**src/rtl/traffic_phase_sequencer_pkg.sv**
```systemverilog
// Shared encodings for the intersection controller: phase codes, lamp codes and timer sizing.
package traffic_phase_sequencer_pkg;

   localparam int unsigned PHASE_W = 3;
   localparam int unsigned LAMP_W  = 3;

   localparam logic [PHASE_W-1:0] ST_MAIN_GREEN  = 3'd0;
   localparam logic [PHASE_W-1:0] ST_MAIN_YELLOW = 3'd1;
   localparam logic [PHASE_W-1:0] ST_ALL_RED_1   = 3'd2;
   localparam logic [PHASE_W-1:0] ST_SIDE_GREEN  = 3'd3;
   localparam logic [PHASE_W-1:0] ST_SIDE_YELLOW = 3'd4;
   localparam logic [PHASE_W-1:0] ST_ALL_RED_2   = 3'd5;
   localparam logic [PHASE_W-1:0] ST_FLASH       = 3'd6;

   localparam logic [LAMP_W-1:0] LAMP_RED = 3'b100;
   localparam logic [LAMP_W-1:0] LAMP_YEL = 3'b010;
   localparam logic [LAMP_W-1:0] LAMP_GRN = 3'b001;
   localparam logic [LAMP_W-1:0] LAMP_OFF = 3'b000;

   // Timer width large enough to hold the longest reload value; never below one bit.
   function automatic int unsigned timer_width(input int unsigned a, input int unsigned b,
                                               input int unsigned c, input int unsigned d);
      int unsigned m;
      int unsigned w;
      m = a;
      if (b > m) m = b;
      if (c > m) m = c;
      if (d > m) m = d;
      w = $clog2(m);
      return (w < 1) ? 1 : w;
   endfunction

endpackage

```
**src/rtl/traffic_phase_sequencer_if.sv**
```systemverilog
// Sensor/strobe inputs and lamp/phase outputs of the intersection controller.
interface traffic_phase_sequencer_if;
   import traffic_phase_sequencer_pkg::*;

   logic               tick;
   logic               side_car;
   logic               ped_req;
   logic               flash_en;
   logic [LAMP_W-1:0]  main_light;
   logic [LAMP_W-1:0]  side_light;
   logic               walk;
   logic [PHASE_W-1:0] phase;
   logic               phase_start;

   modport master (output tick, side_car, ped_req, flash_en,
                   input  main_light, side_light, walk, phase, phase_start);

   modport slave  (input  tick, side_car, ped_req, flash_en,
                   output main_light, side_light, walk, phase, phase_start);

endinterface

```
**src/rtl/traffic_phase_sequencer_timer.sv**
```systemverilog
// Reloadable down-counter in tick units; expire flags the tick that finds the count at zero.
module phase_timer #(
   parameter int unsigned CW = 5
) (
   input  logic          clk,
   input  logic          reset_i,
   input  logic          load_i,
   input  logic [CW-1:0] load_val_i,
   input  logic          tick_i,
   output logic          expire_o,
   output logic [CW-1:0] count_o
);

   logic [CW-1:0] count_q;

   // Load wins over reset so the parent can seed the post-reset phase length.
   always_ff @(posedge clk) begin
      if (load_i)                          count_q <= load_val_i;
      else if (reset_i)                    count_q <= '0;
      else if (tick_i && count_q != '0)    count_q <= count_q - CW'(1);
   end

   assign expire_o = tick_i && (count_q == '0);
   assign count_o  = count_q;

endmodule

```
**src/rtl/traffic_phase_sequencer.sv**
```systemverilog
// Main/side intersection phase FSM with pedestrian latch, flash override and lamp decode.
module traffic_phase_sequencer
   import traffic_phase_sequencer_pkg::*;
#(
   parameter int unsigned T_MAIN_GREEN = 20,
   parameter int unsigned T_SIDE_GREEN = 10,
   parameter int unsigned T_YELLOW     = 3,
   parameter int unsigned T_ALL_RED    = 2
) (
   input  logic                     clk,
   input  logic                     reset,
   traffic_phase_sequencer_if.slave bus
);

   localparam int unsigned CW = timer_width(T_MAIN_GREEN, T_SIDE_GREEN, T_YELLOW, T_ALL_RED);

   logic [PHASE_W-1:0] state_q, state_d;
   logic               ped_latch_q, ped_latch_d;
   logic               blink_q, blink_d;
   logic               phase_start_q;
   logic               load;
   logic [CW-1:0]      load_val;
   logic               expire;
   logic [CW-1:0]      count;
   logic               demand;
   logic [LAMP_W-1:0]  main_c, side_c;

   phase_timer #(.CW(CW)) u_timer (
      .clk        (clk),
      .reset_i    (reset),
      .load_i     (load),
      .load_val_i (load_val),
      .tick_i     (bus.tick),
      .expire_o   (expire),
      .count_o    (count)
   );

   assign demand = bus.side_car | ped_latch_q | bus.ped_req;

   always_ff @(posedge clk) begin
      if (reset) begin
         state_q       <= ST_ALL_RED_2;
         ped_latch_q   <= 1'b0;
         blink_q       <= 1'b0;
         phase_start_q <= 1'b0;
      end else begin
         state_q       <= state_d;
         ped_latch_q   <= ped_latch_d;
         blink_q       <= blink_d;
         phase_start_q <= (state_d != state_q);
      end
   end

   // Next state and timer reload; each reload lands on the same edge as its state change.
   always_comb begin
      state_d  = state_q;
      load     = 1'b0;
      load_val = '0;
      if (reset) begin
         state_d  = ST_ALL_RED_2;
         load     = 1'b1;
         load_val = CW'(T_ALL_RED - 1);
      end else if (bus.flash_en) begin
         state_d = ST_FLASH;
      end else begin
         case (state_q)
            ST_MAIN_GREEN: if (expire && demand) begin
               state_d = ST_MAIN_YELLOW; load = 1'b1; load_val = CW'(T_YELLOW - 1);
            end
            ST_MAIN_YELLOW: if (expire) begin
               state_d = ST_ALL_RED_1;   load = 1'b1; load_val = CW'(T_ALL_RED - 1);
            end
            ST_ALL_RED_1: if (expire) begin
               state_d = ST_SIDE_GREEN;  load = 1'b1; load_val = CW'(T_SIDE_GREEN - 1);
            end
            ST_SIDE_GREEN: if (expire) begin
               state_d = ST_SIDE_YELLOW; load = 1'b1; load_val = CW'(T_YELLOW - 1);
            end
            ST_SIDE_YELLOW: if (expire) begin
               state_d = ST_ALL_RED_2;   load = 1'b1; load_val = CW'(T_ALL_RED - 1);
            end
            ST_ALL_RED_2: if (expire) begin
               state_d = ST_MAIN_GREEN;  load = 1'b1; load_val = CW'(T_MAIN_GREEN - 1);
            end
            default: begin
               state_d = ST_ALL_RED_2;   load = 1'b1; load_val = CW'(T_ALL_RED - 1);
            end
         endcase
      end
   end

   // Entering the walk phase serves the pending request, so the clear beats a same-cycle set.
   always_comb begin
      ped_latch_d = ped_latch_q;
      if (bus.ped_req && state_q != ST_SIDE_GREEN)           ped_latch_d = 1'b1;
      if (state_d == ST_SIDE_GREEN && state_q != ST_SIDE_GREEN) ped_latch_d = 1'b0;
      blink_d = (state_q == ST_FLASH) ? (blink_q ^ bus.tick) : 1'b0;
   end

   always_comb begin
      main_c = LAMP_RED;
      side_c = LAMP_RED;
      case (state_q)
         ST_MAIN_GREEN:  main_c = LAMP_GRN;
         ST_MAIN_YELLOW: main_c = LAMP_YEL;
         ST_SIDE_GREEN:  side_c = LAMP_GRN;
         ST_SIDE_YELLOW: side_c = LAMP_YEL;
         ST_FLASH: begin
            main_c = blink_q ? LAMP_YEL : LAMP_OFF;
            side_c = blink_q ? LAMP_RED : LAMP_OFF;
         end
         default: ;
      endcase
   end

   assign bus.main_light  = main_c;
   assign bus.side_light  = side_c;
   assign bus.walk        = (state_q == ST_SIDE_GREEN);
   assign bus.phase       = state_q;
   assign bus.phase_start = phase_start_q;

   logic unused_count;
   assign unused_count = ^count;

endmodule
```
**src/flat_wrapper.sv**
```systemverilog
// flat-port wrapper written by rule: the top's interface ports become plain ports
module traffic_phase_sequencer_flat import traffic_phase_sequencer_pkg::*;
#(
   parameter int unsigned T_MAIN_GREEN = 20,
   parameter int unsigned T_SIDE_GREEN = 10,
   parameter int unsigned T_YELLOW     = 3,
   parameter int unsigned T_ALL_RED    = 2
)
  (clk, reset, bus_tick, bus_side_car, bus_ped_req, bus_flash_en, bus_main_light, bus_side_light, bus_walk, bus_phase, bus_phase_start);
  traffic_phase_sequencer_if bus_i ();
  input  logic clk;
  input  logic reset;
  input wire logic [$bits(bus_i.tick)-1:0] bus_tick;
  input wire logic [$bits(bus_i.side_car)-1:0] bus_side_car;
  input wire logic [$bits(bus_i.ped_req)-1:0] bus_ped_req;
  input wire logic [$bits(bus_i.flash_en)-1:0] bus_flash_en;
  output wire logic [$bits(bus_i.main_light)-1:0] bus_main_light;
  output wire logic [$bits(bus_i.side_light)-1:0] bus_side_light;
  output wire logic [$bits(bus_i.walk)-1:0] bus_walk;
  output wire logic [$bits(bus_i.phase)-1:0] bus_phase;
  output wire logic [$bits(bus_i.phase_start)-1:0] bus_phase_start;
  assign bus_i.tick = bus_tick;
  assign bus_i.side_car = bus_side_car;
  assign bus_i.ped_req = bus_ped_req;
  assign bus_i.flash_en = bus_flash_en;
  assign bus_main_light = bus_i.main_light;
  assign bus_side_light = bus_i.side_light;
  assign bus_walk = bus_i.walk;
  assign bus_phase = bus_i.phase;
  assign bus_phase_start = bus_i.phase_start;
  traffic_phase_sequencer #(.T_MAIN_GREEN(T_MAIN_GREEN), .T_SIDE_GREEN(T_SIDE_GREEN), .T_YELLOW(T_YELLOW), .T_ALL_RED(T_ALL_RED)) u_core (.clk(clk), .reset(reset), .bus(bus_i));
endmodule
```
**config.mk**
```make
export PLATFORM = sky130hd
export DESIGN_NAME = traffic_phase_sequencer_flat
export DESIGN_NICKNAME = d
export VERILOG_FILES = /design/src/rtl/traffic_phase_sequencer_pkg.sv /design/src/rtl/traffic_phase_sequencer_if.sv /design/src/rtl/traffic_phase_sequencer_timer.sv /design/src/rtl/traffic_phase_sequencer.sv /design/src/flat_wrapper.sv
export SDC_FILE = /design/constraint.sdc
export NUM_CORES = 1
export LEC_CHECK = 0
export ABC_AREA = 1
export CAP_MARGIN = 20
export CORE_MARGIN = 1
export CORE_UTILIZATION = 49
export CTS_CLUSTER_SIZE = 28
export DETAILED_ROUTE_END_ITERATION = 12
export PLACE_DENSITY = 0.77
export SLEW_MARGIN = 0
export SYNTH_ARGS = -nofsm -noshare
export SYNTH_HDL_FRONTEND = slang
export SYNTH_SLANG_ARGS = --single-unit
```
**constraint.sdc**
```tcl
create_clock -name clk -period 2.2 [get_ports clk]
set_input_delay 0.44 -clock clk [delete_from_list [all_inputs] [get_ports clk]]
set_output_delay 0.44 -clock clk [all_outputs]
set_load 0.02 [all_outputs]
```
== After elaboration in Yosys (flattened, before gate mapping) ==
Index checks and enable logic that the tools add are counted.

* Muxes and demuxes: 29
* $add $sub $neg: 1
* Bitwise operators: 4
* Eq/ne operators: 9
* Reductions and logical operators: 13

{| class="wikitable"
|+ Operators with widths
! cell !! number
|-
| two-way mux 5 bit || 6
|-
| two-way mux 3 bit || 9
|-
| one-hot mux 5 bit (5 select lines) || 1
|-
| one-hot mux 3 bit (3 select lines) || 2
|-
| one-hot mux 3 bit (6 select lines) || 1
|-
| equality test 3 x 2 -> 1 bit (second input constant) || 3
|-
| equality test 3 bit (second input constant) || 3
|-
| two-way mux 2 bit || 3
|-
| OR reduction 2 bit || 3
|-
| logical AND 1 bit || 5
|-
| zero test 5 bit || 1
|-
| two-way mux 1 bit || 5
|-
| nonzero test 5 bit || 1
|-
| OR reduction 5 bit || 1
|-
| subtractor 5 x 1 -> 5 bit (second input constant) || 1
|-
| two-way mux 4 bit || 1
|-
| equality test 3 x 1 -> 1 bit (second input constant) || 1
|-
| zero test 3 bit || 1
|-
| inequality test 3 x 2 -> 1 bit (second input constant) || 1
|-
| inequality test 3 bit || 1
|-
| nonzero test 3 bit || 1
|-
| bitwise OR 1 bit || 2
|-
| one-hot mux 1 bit (2 select lines) || 1
|-
| inverter 1 bit || 1
|-
| bitwise XOR 1 bit || 1
|}

* Register bits: 11
* Output and inout port bits: 11
* Logic and storage cells: 61
* Input port bits: 6

== Longest topological paths before layout ==
* Depth after elaboration: 10
* Gate-level depth with buffers: 14
* Gate-level depth less buffers: 14

== By module ==
A second synthesis with hierarchy kept.

* Cells, all modules: 125
* Area, all modules: 849.6 µm²

{| class="wikitable"
|+ By module, submodules not included
! module !! times used !! cells each !! sequential area each (µm²) !! area each (µm²)
|-
| traffic_phase_sequencer || 1 || 84 || 120.1 || 536.8
|-
| phase_timer || 1 || 41 || 150.1 || 312.8
|}

== Worst setup path before layout ==
Ideal clock, no wire load.

* Path kind: register to register
* Start: reg u_core.u_timer.count_q[0], in the netlist u_core.u_timer.count_o[0]
* End: reg u_core.u_timer.count_q[0], in the netlist u_core.u_timer.count_o[0], enable pin
* Setup time: 0.313 ns
* Buffers on the path: 0
* Data arrival time: 1.558 ns
* Clock period less this slack: 1.871 ns
* Cell stages (with the launch flop): 13
* Required time: 1.887 ns
* Setup slack: 0.329 ns
* Cell sequence: edfxtp_1 > inv_1 > ha_1 > inv_1 > nor2_1 > nand3_2 > nor2_2 > nor2_2 > o21ai_2 > nand2_2 > nand2_4 > inv_2 > nand2_1

* Longest elaborated chain between the ends: 8
* Elaborated cells between the ends (all ways): 11
* Classes of those cells: mux (5); reduce/logical (6)

{| class="wikitable"
|+ RTL lines
! element !! RTL line !! text
|-
| start: declaration || traffic_phase_sequencer_timer.sv:14 || <nowiki>logic [CW-1:0] count_q;</nowiki>
|-
| start signal: assignment || traffic_phase_sequencer_timer.sv:18 || <nowiki>if (load_i) count_q <= load_val_i;</nowiki>
|-
| start signal: assignment || traffic_phase_sequencer_timer.sv:20 || <nowiki>else if (tick_i && count_q != '0) count_q <= count_q - CW'(1);</nowiki>
|-
| zero test 5 bit || traffic_phase_sequencer_timer.sv:23 || <nowiki>assign expire_o = tick_i && (count_q == '0);</nowiki>
|-
| logical AND 1 bit || traffic_phase_sequencer_timer.sv:23 ||
|-
| logical AND 1 bit || traffic_phase_sequencer.sv:67 || <nowiki>ST_MAIN_GREEN: if (expire && demand) begin</nowiki>
|-
| two-way mux 1 bit || traffic_phase_sequencer.sv:67 ||
|-
| one-hot mux 1 bit (2 select lines) || traffic_phase_sequencer.sv:66 || <nowiki>case (state_q)</nowiki>
|-
| two-way mux 1 bit || traffic_phase_sequencer.sv:63 || <nowiki>end else if (bus.flash_en) begin</nowiki>
|-
| two-way mux 1 bit || traffic_phase_sequencer.sv:59 || <nowiki>if (reset) begin</nowiki>
|-
| nonzero test 3 bit (no line) (*) || n/a ||
|}

Mark *: on every way between the ends. The rest lies on a longest branch, timed or not.
A chain may end at the register's enable or synchronous reset.

== Final worst setup path ==
* Start: reg u_core.state_q[2], in the netlist u_core.bus.phase[2]
* End: out bus_side_light[1]

* Longest elaborated chain between the ends: 2
* Elaborated cells between the ends (all ways): 4
* Classes of those cells: eq/ne (3); mux (1)

{| class="wikitable"
|+ RTL lines
! element !! RTL line !! text
|-
| start: declaration || traffic_phase_sequencer.sv:17 || <nowiki>logic [PHASE_W-1:0] state_q, state_d;</nowiki>
|-
| start signal: assignment || traffic_phase_sequencer.sv:47 || <nowiki>state_q <= state_d;</nowiki>
|-
| equality test 3 bit / equality test 3 x 2 -> 1 bit (equally long branches) || traffic_phase_sequencer.sv:103 || <nowiki>case (state_q)</nowiki>
|-
| one-hot mux 3 bit (3 select lines) (*) || traffic_phase_sequencer.sv:103 ||
|-
| end: declaration || flat_wrapper.sv:18 || <nowiki>output wire logic [$bits(bus_i.side_light)-1:0] bus_side_light;</nowiki>
|}

Marks and branches as above.

==> flow_summary.ini <==
[logic_synthesis]
ys_ff_latch = 11
synth_compound_area_share_pct = 10.1
yosys.area_share.adder_pct = 3.06
synth.cell_area_um2 = 817
syn_inst = 115
ys_warn_count = 0
ys_seq_area_share_pct = 33.1
synth_top_area_share_pct = 18.4
synth_top_family_by_area = simple AND/OR/NAND/NOR gates
yosys-mux-area-fraction_pct = 0
synth_xor_area_share_pct = 4.29
synth_edf_count = 5
ys.flop_type = dfxtp_1
syn_nets = 123
synth.avg_cell_area_um2 = 7.10
yosys-top-cells-area = edfxtp_1 18%, dfxtp_1 15%, nand2_1 11%
synthArstFlopShare_pct = 0
synth_cell_types = 28
yosys.area.top_type = edfxtp_1
yosys.area_share.simple_pct = 38.9

[final_layout]
drive_gt1_share_pct = 17.1
syn_to_final_growth_pct = 30.3
multi_input_area_um2 = 460
final_common_cell = nand2_1
diodes = 0
fin_area_um2 = 1060
final_cell_mix = 24 x nand2_1, 18 x inv_1, 17 x nor2_1, 12 x clkdlybuf4s50_1
nFillCells = 126
register_area_um2 = 272
final_nets = 149

[sta]
hold_violations = 0
max_slew_margin_pct = 79.9
finalCritPeriodShare_pct = 94.8
min_period_ns = 2.09
rsz0062_at_grt = no
finClkSkew_ns = 0.0159
setup_viol = 0
maxSlewViolCount = 0
tightest_slew_ns = 0.301
fmax_mhz = 479
finalSetupTns_ns = 0

[critical_path]
rrSetupSlack_ns = 0.19
cp.required_ns = 1.76
r2r_cells = 12
path_max_fanout = 7
reg2reg_to = u_core.u_timer.count_o[1]$_DFFE_PP_
startpoint_type = flip-flop
r2r_start = u_core.u_timer.count_o[0]$_DFFE_PP_
crit_type = reg2out
cp-end-kind = output pin
worstPathArrival_ns = 1.65

[pwr]
ir_drop_uv = 531
pwr_density_cell_nw_per_um2 = 593
p_leak_nw = 0.522

[route]
via_per_inst = 5.65
first_pass_iters = 4
first_iter_violations = 38
totalWireLength_um = 2050
vias = 881
drcViolationCount = 0
postRouteAntennaNets = 0
wl_per_cell_um = 13.2

[global_route]
grt_overflow = 0
grt_max_degree = 8
grt_use_total_pct = 23.8
grt_antenna_before_repair = 0
grt_pass1_vias = 743
grt_pass1_wl_um = 3230

[clock_network]
cts.repair.resized = 2
hold_buffers = 0
cts_setup_buffers = 0
cts_made_buffers = 3
insertion_delay_ns = 0.27
clkSinkCount = 11
cts_root_buf = clkbuf_4
clk_pin_slew_worst_paths_ns = 0.08
cts.path.max_buffers = 2
cts.htree.levels = 1
cts_tree = built

[placed_design]
hpwl_um = 1580
place_congestion = 0.925
place_area_um2 = 1030
portBuffers = 16

[min_path]
hold_end = u_core.blink_q$_SDFF_PP0_
whs_path_depth = 2
hp-start = u_core.blink_q$_SDFF_PP0_
hold_class = reg2reg

[outcome]
status = finished clean

[floorplanning]
fp.coreArea_um2 = 1520
dieArea_um2 = 1830
initial_utilization_pct = 53.6
die_h_um = 42.8
std_cell_rows = 14
die_x_um = 42.8
ioPinCount = 17

[run]
max-cap-violations = 0
critical path, cell delays in order (launching register included):
cell	delay, ns
dfxtp_1	0.38
buf_4	0.20
nand3_1	0.11
inv_1	0.09
clkdlybuf4s50_1	0.60
area by class of cell:
type | instances | area share (%)
well taps | 16 | 1.88
flip-flops and latches | 11 | 25.5
inverters | 20 | 7.05
repair buffers | 22 | 19.9
clock buffers | 4 | 2.47
multi-input cells | 83 | 43.2
kinds of logic after synthesis:
kind of cell | after synthesis
flops | 11
buf+inv | 21
xor+xnor | 4
simple gates | 64
fa+ha+maj | 2
compound gates | 13
flip-flops by register name (all words and copies together) (netlist names):
register                flops
u_core.bus.phase            3
u_core.u_timer.count_o      5
u_core.bus.phase_start      1
u_core.ped_latch_q          1
u_core.blink_q              1
per-layer routing:
metal | part of all wire (%) | GRT usage [%]
met4 | 1.5 | 8.13
met3 | 9.4 | 5.96
met5 | 0 | 0
met1 | 44 | 34.7
met2 | 45 | 33.9
how the worst max path moves through the flow:
stage,start,end,cells after the start
after floorplan,u_core.u_timer.count_o[0]$_DFFE_PP_,u_core.u_timer.count_o[0]$_DFFE_PP_,12
after global placement,bus_tick,u_core.u_timer.count_o[2]$_SDFFCE_PP0P_,9
after detailed placement,bus_tick,u_core.u_timer.count_o[1]$_DFFE_PP_,9
after CTS,u_core.bus.phase[2]$_SDFF_PP1_,bus_main_light[1],5
after global routing,u_core.u_timer.count_o[0]$_DFFE_PP_,u_core.u_timer.count_o[3]$_DFFE_PP_,12
final,u_core.bus.phase[2]$_SDFF_PP1_,bus_side_light[1],4
power by group:
part           leakage [nW]  switching, mW  internal, mW
clock network        0.0150         0.0680        0.0700
logic                 0.404          0.129        0.0922
registers             0.103         0.0238         0.248
total                 0.522          0.221         0.410
cells in the mapped netlist, types with 2 or more instances:
cell type and n:
edfxtp_1 5, inv_1 18, a21oi_1 2, nand3_2 2
ha_1 2, xnor2_1 3, nor2_1 17, nor3_1 3
nand3_1 6, nor2_2 3, o21ai_0 3, dfxtp_1 6
o22ai_1 4, nand2_1 24, nand4_1 3, nand2_2 2
per-stage QoR:
step / power, mW / util (%) / setup slack (ns) / std cells / hold WS (ns)
after floorplan: 0.419 / - / 0.329 / 115 / 0.491
after CTS: 0.632 / 69.4 / 0.00576 / 156 / 0.540
after global routing: 0.669 / 69.9 / 0.0159 / 156 / 0.574
after detailed placement: 0.495 / 67.7 / 0.146 / 152 / 0.520
after global placement: 0.493 / 67.7 / 0.228 / 152 / 0.513
final: 0.631 / 69.9 / 0.114 / 156 / 0.536
(Power assumes the default switching activity.)
==> edit 1 (config.mk and constraints unchanged) <==
Reset style: asynchronous (`reset`), changed in one clocked block.
--- a/src/rtl/traffic_phase_sequencer.sv
+++ b/src/rtl/traffic_phase_sequencer.sv
@@ -37,7 +37,7 @@
 
    assign demand = bus.side_car | ped_latch_q | bus.ped_req;
 
-   always_ff @(posedge clk) begin
+   always_ff @(posedge clk or posedge reset) begin
       if (reset) begin
          state_q       <= ST_ALL_RED_2;
          ped_latch_q   <= 1'b0;
Formal check against the unedited RTL: differs if reset is asserted again (counterexample within 4 cycles, from zero or initial values and one cycle with reset high); with reset held inactive, the same outputs for 10 cycles.
==> edit 1 against the unedited design <==
Clock power grew 4%. Sequential cell count is the same. Via count grew 0.79%. Total power grew 2.7%. Area after synthesis grew 8.1%. Design area grew 3.5%. Routed wire length shrank 3.3%. Worst setup slack gained 0.0024 ns.
==> edit 1: results (changes against the unedited design) <==
.. list-table::
   :header-rows: 1

   * - Metric
     - Value
   * - Internal cell power
     - 0.4125 mW (+0.54%)
   * - Skew final
     - 0.008665 ns (-0.007267 ns)
   * - Global placer's final weighted congestion
     - 0.9147 (-1.2%)
   * - Pin count of the biggest net entering global routing
     - 13 (+5)
   * - Fraction of synthesis flops using an asynchronous set or reset pin
     - 54.55% (+55 points)
   * - All-layer global routing usage
     - 22.91% (-0.87 points)
   * - Slowest cell on the critical path
     - sky130_fd_sc_hd__dfstp_2
   * - Sequential fraction of design power
     - 42.5% (-0.6 points)
   * - End of the worst register-to-register path
     - u_core.u_timer.count_o[0]$_DFFE_PP_
   * - Number of distinct library cell variants in the gate-level netlist after synthesis
     - 23 (-18%)
   * - Worst R2R Path Depth
     - 7 (-5)
   * - Overall overflow remaining after global route
     - 0 (unchanged)
   * - Register-to-register path setup slack
     - 0.33 ns (+0.14 ns)
   * - Synth cell count leaders
     - 31 x sky130_fd_sc_hd__nand2_1, 17 x sky130_fd_sc_hd__nor2_1, 14 x sky130_fd_sc_hd__inv_1
   * - Number of DRC markers after the initial detailed-route iteration
     - 40 (+5.3%)
   * - Part of the total power dissipated in the clock network
     - 22.1% (+0.2 points)
   * - Fillers
     - 128 (+1.6%)
   * - Share of final-layout standard cells stronger than drive strength 1
     - 18.37% (+1.2 points)
   * - Global-route wire length before repair
     - 3270 um (+1.3%)
   * - Hold/Removal Path Class
     - in2async
   * - Total routed wirelength
     - 1986 um (-3.3%)
   * - Total power after layout
     - 0.6484 mW (+2.7%)
   * - Worst slew margin relative to its limit
     - 82.77% (+2.9 points)
   * - Most area-consuming cells after synthesis
     - sky130_fd_sc_hd__edfxtp_1 17%, sky130_fd_sc_hd__nand2_1 13%, sky130_fd_sc_hd__dfrtp_1 11%
   * - Leakage power
     - 0.5607 nW (+7.4%)
   * - Biggest fanout along the worst timing path
     - 9 (+2)
   * - Max FFs per register
     - 5 (unchanged)
   * - Sum of net half-perimeters after detailed placement
     - 1555 um (-1.7%)
   * - Number of vias after detailed routing
     - 888 (+0.79%)
   * - Vias in the first global route
     - 767 (+3.2%)
   * - Status
     - finished clean
   * - Number of synthesized flops with an enable pin
     - 5 (unchanged)
-- edit 1: cell count changes in the layout (fill, tap and decap cells not counted), moves of 5 or more --
cell	unedited run	this run
sky130_fd_sc_hd__nand2_1	24	31
sky130_fd_sc_hd__inv_2	1	7
sky130_fd_sc_hd__nand3_1	6	12
sky130_fd_sc_hd__dfxtp_1	5	0
-- edit 1: through the flow --
| stage | hold slack, ns | utilization, % | std cells | cell area, sq um | worst slack (ns) |
|---|---|---|---|---|---|
| 6_report | 0.4463 | 69.15 | 171 | 1102 | 0.1160 |
| 5_1_grt | 0.5054 | 69.15 | 171 | 1102 | 0.03005 |
| 4_1_cts | 0.4578 | 68.92 | 171 | 1099 | 0.01496 |
| 3_5_place_dp | 0.5044 | 67.66 | 167 | 1079 | 0.1823 |
| 3_3_place_gp | 0.4942 | 67.66 | 167 | 1079 | 0.1671 |
| 2_1_floorplan | 0.3946 | - | 127 | 883.3 | 0.4554 |
-- edit 1: final cells by class --
| cell class | count | area (sq um) | share of cell area, % |
|---|---|---|---|
| Clock buffer | 4 | 26.28 | 2.384 |
| Tap cell | 24 | 30.03 | 2.724 |
| Multi-Input combinational cell | 92 | 484.2 | 43.93 |
| Timing Repair Buffer | 19 | 178.9 | 16.23 |
| Inverter | 21 | 78.83 | 7.151 |
| Sequential cell | 11 | 304.0 | 27.58 |
-- edit 1: cell families (layout without fill, tap and decap cells) --
family | Yosys count | after routing | share of synthesized area, %
flops | 11 | 11 | 34.28
fa+ha+maj | 2 | 2 | 2.832
simple gates | 77 | 77 | 41.22
compound gates | 9 | 9 | 6.799
buf+inv | 24 | 44 | 10.91
xor+xnor | 4 | 4 | 3.967
-- edit 1: routing by layer --
layer  GRT usage, %  share of wire [%]
met5              0                  0
met4          7.273               0.55
met1          32.39                 43
met2          34.12                 45
met3          6.122                 11
-- edit 1: what timing repair did --
item	CTS	global route
endpoints found under the hold margin	0	0
endpoints found under the setup margin	5	1
resized for setup	5	2
-- edit 1: how the worst min path moves through the flow --
stage	startpoint	endpoint	slack, ns	depth (start not counted)
final	reset	u_core.blink_q$_DFF_PP0_	0.45	2
after global routing	reset	u_core.blink_q$_DFF_PP0_	0.51	2
after CTS	reset	u_core.blink_q$_DFF_PP0_	0.46	2
after detailed placement	u_core.ped_latch_q$_DFFE_PP0P_	u_core.ped_latch_q$_DFFE_PP0P_	0.50	2
after global placement	u_core.ped_latch_q$_DFFE_PP0P_	u_core.ped_latch_q$_DFFE_PP0P_	0.49	2
after floorplan	reset	u_core.blink_q$_DFF_PP0_	0.39	2
==> edit 2 (same settings) <==
Without the edit above. `T_ALL_RED` is set to 2 in 2 places; all go to 4.
--- a/src/rtl/traffic_phase_sequencer.sv
+++ b/src/rtl/traffic_phase_sequencer.sv
@@ -5,7 +5,7 @@
    parameter int unsigned T_MAIN_GREEN = 20,
    parameter int unsigned T_SIDE_GREEN = 10,
    parameter int unsigned T_YELLOW     = 3,
-   parameter int unsigned T_ALL_RED    = 2
+   parameter int unsigned T_ALL_RED    = 4
 ) (
    input  logic                     clk,
    input  logic                     reset,
--- a/src/flat_wrapper.sv
+++ b/src/flat_wrapper.sv
@@ -4,7 +4,7 @@
    parameter int unsigned T_MAIN_GREEN = 20,
    parameter int unsigned T_SIDE_GREEN = 10,
    parameter int unsigned T_YELLOW     = 3,
-   parameter int unsigned T_ALL_RED    = 2
+   parameter int unsigned T_ALL_RED    = 4
 )
   (clk, reset, bus_tick, bus_side_car, bus_ped_req, bus_flash_en, bus_main_light, bus_side_light, bus_walk, bus_phase, bus_phase_start);
   traffic_phase_sequencer_if bus_i ();
Function: changed (Yosys sat finds a counterexample within 4 cycles, from zero or initial values and one cycle with reset high).
==> edit 2 against the unedited design <==
Synthesized cell count increased by 17%. Sequential cell count unchanged. Routed wire length increased by 16%. Sequential share of layout area decreased by 2.2 points. Total power decreased by 1.5%. Count of clock-buffer cells in the layout unchanged. Critical path depth increased by 1. Clock skew decreased by 0.0046 ns. Worst setup slack got worse by 0.015 ns. Fmax decreased by 0.70%. Design area increased by 9.2%. Area after synthesis increased by 15%. First-iteration DRC count increased by 100%. Critical path type unchanged. Critical endpoint is now bus_main_light[0]. Largest power group unchanged. Highest routed layer unchanged.
==> edit 2: results (changes against the unedited design) <==
.. list-table::
   :header-rows: 1

   * - Metric
     - Value
   * - Status
     - finished clean
   * - Adder-cell share of the synthesized area
     - 2.667% (-0.40 points)
   * - Total routed wirelength
     - 2378 um (+16%)
   * - Biggest fanout along the worst timing path
     - 9 (+2)
   * - First-pass iteration count of the detailed router
     - 5 (+1)
   * - Synth Net Count
     - 143 (+16%)
   * - Pin count of the biggest net entering global routing
     - 10 (+2)
   * - Core Area
     - 1764 sq um (+16%)
   * - Worst hold slack after final layout
     - 0.5357 ns (-0.0003780 ns)
   * - Net count of the finished layout
     - 166 (+11%)
   * - Area Overhead vs Synth
     - 23.87%
   * - Number of distinct library cell variants in the gate-level netlist after synthesis
     - 30 (+7.1%)
   * - Min-Delay Endpoint
     - u_core.blink_q$_SDFF_PP0_
   * - Fillers
     - 154 (+22%)
   * - Most area-consuming cells after synthesis
     - sky130_fd_sc_hd__edfxtp_1 16%, sky130_fd_sc_hd__dfxtp_1 13%, sky130_fd_sc_hd__nand2_1 10%
   * - Vias in the first global route
     - 844 (+14%)
   * - Global-route wire length before repair
     - 3677 um (+14%)
   * - Leakage power
     - 0.5486 nW (+5.1%)
   * - Skew final
     - 0.01137 ns (-0.004559 ns)
   * - CTS-repair resized insts
     - 3 (+1)
   * - Worst slew margin relative to its limit
     - 52.73% (-27 points)
   * - Number of vias after detailed routing
     - 993 (+13%)
   * - Synth cell count leaders
     - 25 x sky130_fd_sc_hd__nand2_1, 22 x sky130_fd_sc_hd__inv_1, 16 x sky130_fd_sc_hd__nor2_1
   * - Average instance area after synthesis
     - 6.951 sq um (-2.2%)
   * - Sum of net half-perimeters after detailed placement
     - 1889 um (+19%)
   * - Share of final-layout standard cells stronger than drive strength 1
     - 19.75% (+2.6 points)
   * - Number of placed cells counting well taps
     - 178 (+17%)
   * - All-layer global routing usage
     - 24.90% (+1.1 points)
   * - Worst setup slack after placement
     - -0.007204 ns (-0.1529 ns)
   * - Post-synthesis sequential area ratio
     - 28.80% (-4.3 points)
   * - Post-synthesis share of cell area spent on xor and xnor gates
     - 2.800% (-1.5 points)
   * - Number of DRC markers after the initial detailed-route iteration
     - 76 (+100%)
   * - Switching part of the total
     - 36.05% (+1.0 points)
   * - Complex-gate fraction of the synthesized area
     - 14.67% (+4.6 points)
## edit 2: changes by cell type after synthesis, moves of 2 or more
cell	delta
sky130_fd_sc_hd__nand3_1	+6
sky130_fd_sc_hd__inv_1	+4
sky130_fd_sc_hd__a21oi_1	+2
sky130_fd_sc_hd__nand2_2	+2
sky130_fd_sc_hd__nand4_1	-2
sky130_fd_sc_hd__a211oi_1	+2
sky130_fd_sc_hd__nor2_4	+3
sky130_fd_sc_hd__xnor2_1	-2
sky130_fd_sc_hd__nor3_1	-3
sky130_fd_sc_hd__inv_4	+2
## edit 2: how the worst max path moves through the flow
stage | start | to | slack [ns] | cells past startpoint
after floorplan | u_core.u_timer.count_o[0]$_DFFE_PP_ | u_core.u_timer.count_o[0]$_DFFE_PP_ | 0.34 | 10
after global placement | bus_tick | u_core.u_timer.count_o[0]$_DFFE_PP_ | 0.09 | 7
after detailed placement | bus_tick | u_core.u_timer.count_o[2]$_SDFFCE_PP0P_ | -0.007 | 7
after CTS | u_core.bus.phase[0]$_SDFF_PP1_ | bus_walk | 0.02 | 4
after global routing | u_core.bus.phase[0]$_SDFF_PP1_ | bus_side_light[0] | 0.04 | 4
final | u_core.bus.phase[0]$_SDFF_PP1_ | bus_main_light[0] | 0.1 | 5
## edit 2: area by class of cell
type                       count  area share [%]
timing repair buffer          21           16.90
multi-input combinational     95           46.07
inverter                      26           8.827
clock buffer                   4           2.261
sequential                    11           23.25
tap                           25           2.691
## edit 2: routing by layer
metal	share of wire (%)	track usage (%)	vias up
li1	-	-	473
met1	44	33.25	441
met2	44	37.71	70
met3	9.3	6.746	9
met4	2.6	10.59	0
met5	0	0	-
## edit 2: cell families after synthesis
group	Yosys count
flops	11
buf+inv	29
xor+xnor	3
compound gates	21
simple gates	69
fa+ha+maj	2
## edit 2: power groups by stage
stage               clock, mW  sequential [mW]  combinational, mW
global placement            0            0.262              0.216
finish                  0.142            0.259              0.221
detailed placement          0            0.264              0.220
CTS                     0.140            0.259              0.218
global route            0.151            0.262              0.240
floorplan                   0            0.266              0.147
## edit 2: worst max-delay path, stage by stage, from the launching register on
cell and delay, ns:
sky130_fd_sc_hd__dfxtp_1 0.33, sky130_fd_sc_hd__buf_4 0.18, sky130_fd_sc_hd__inv_2 0.09, sky130_fd_sc_hd__nand2_2 0.07, sky130_fd_sc_hd__nor2_4 0.11, sky130_fd_sc_hd__clkdlybuf4s50_1 0.61
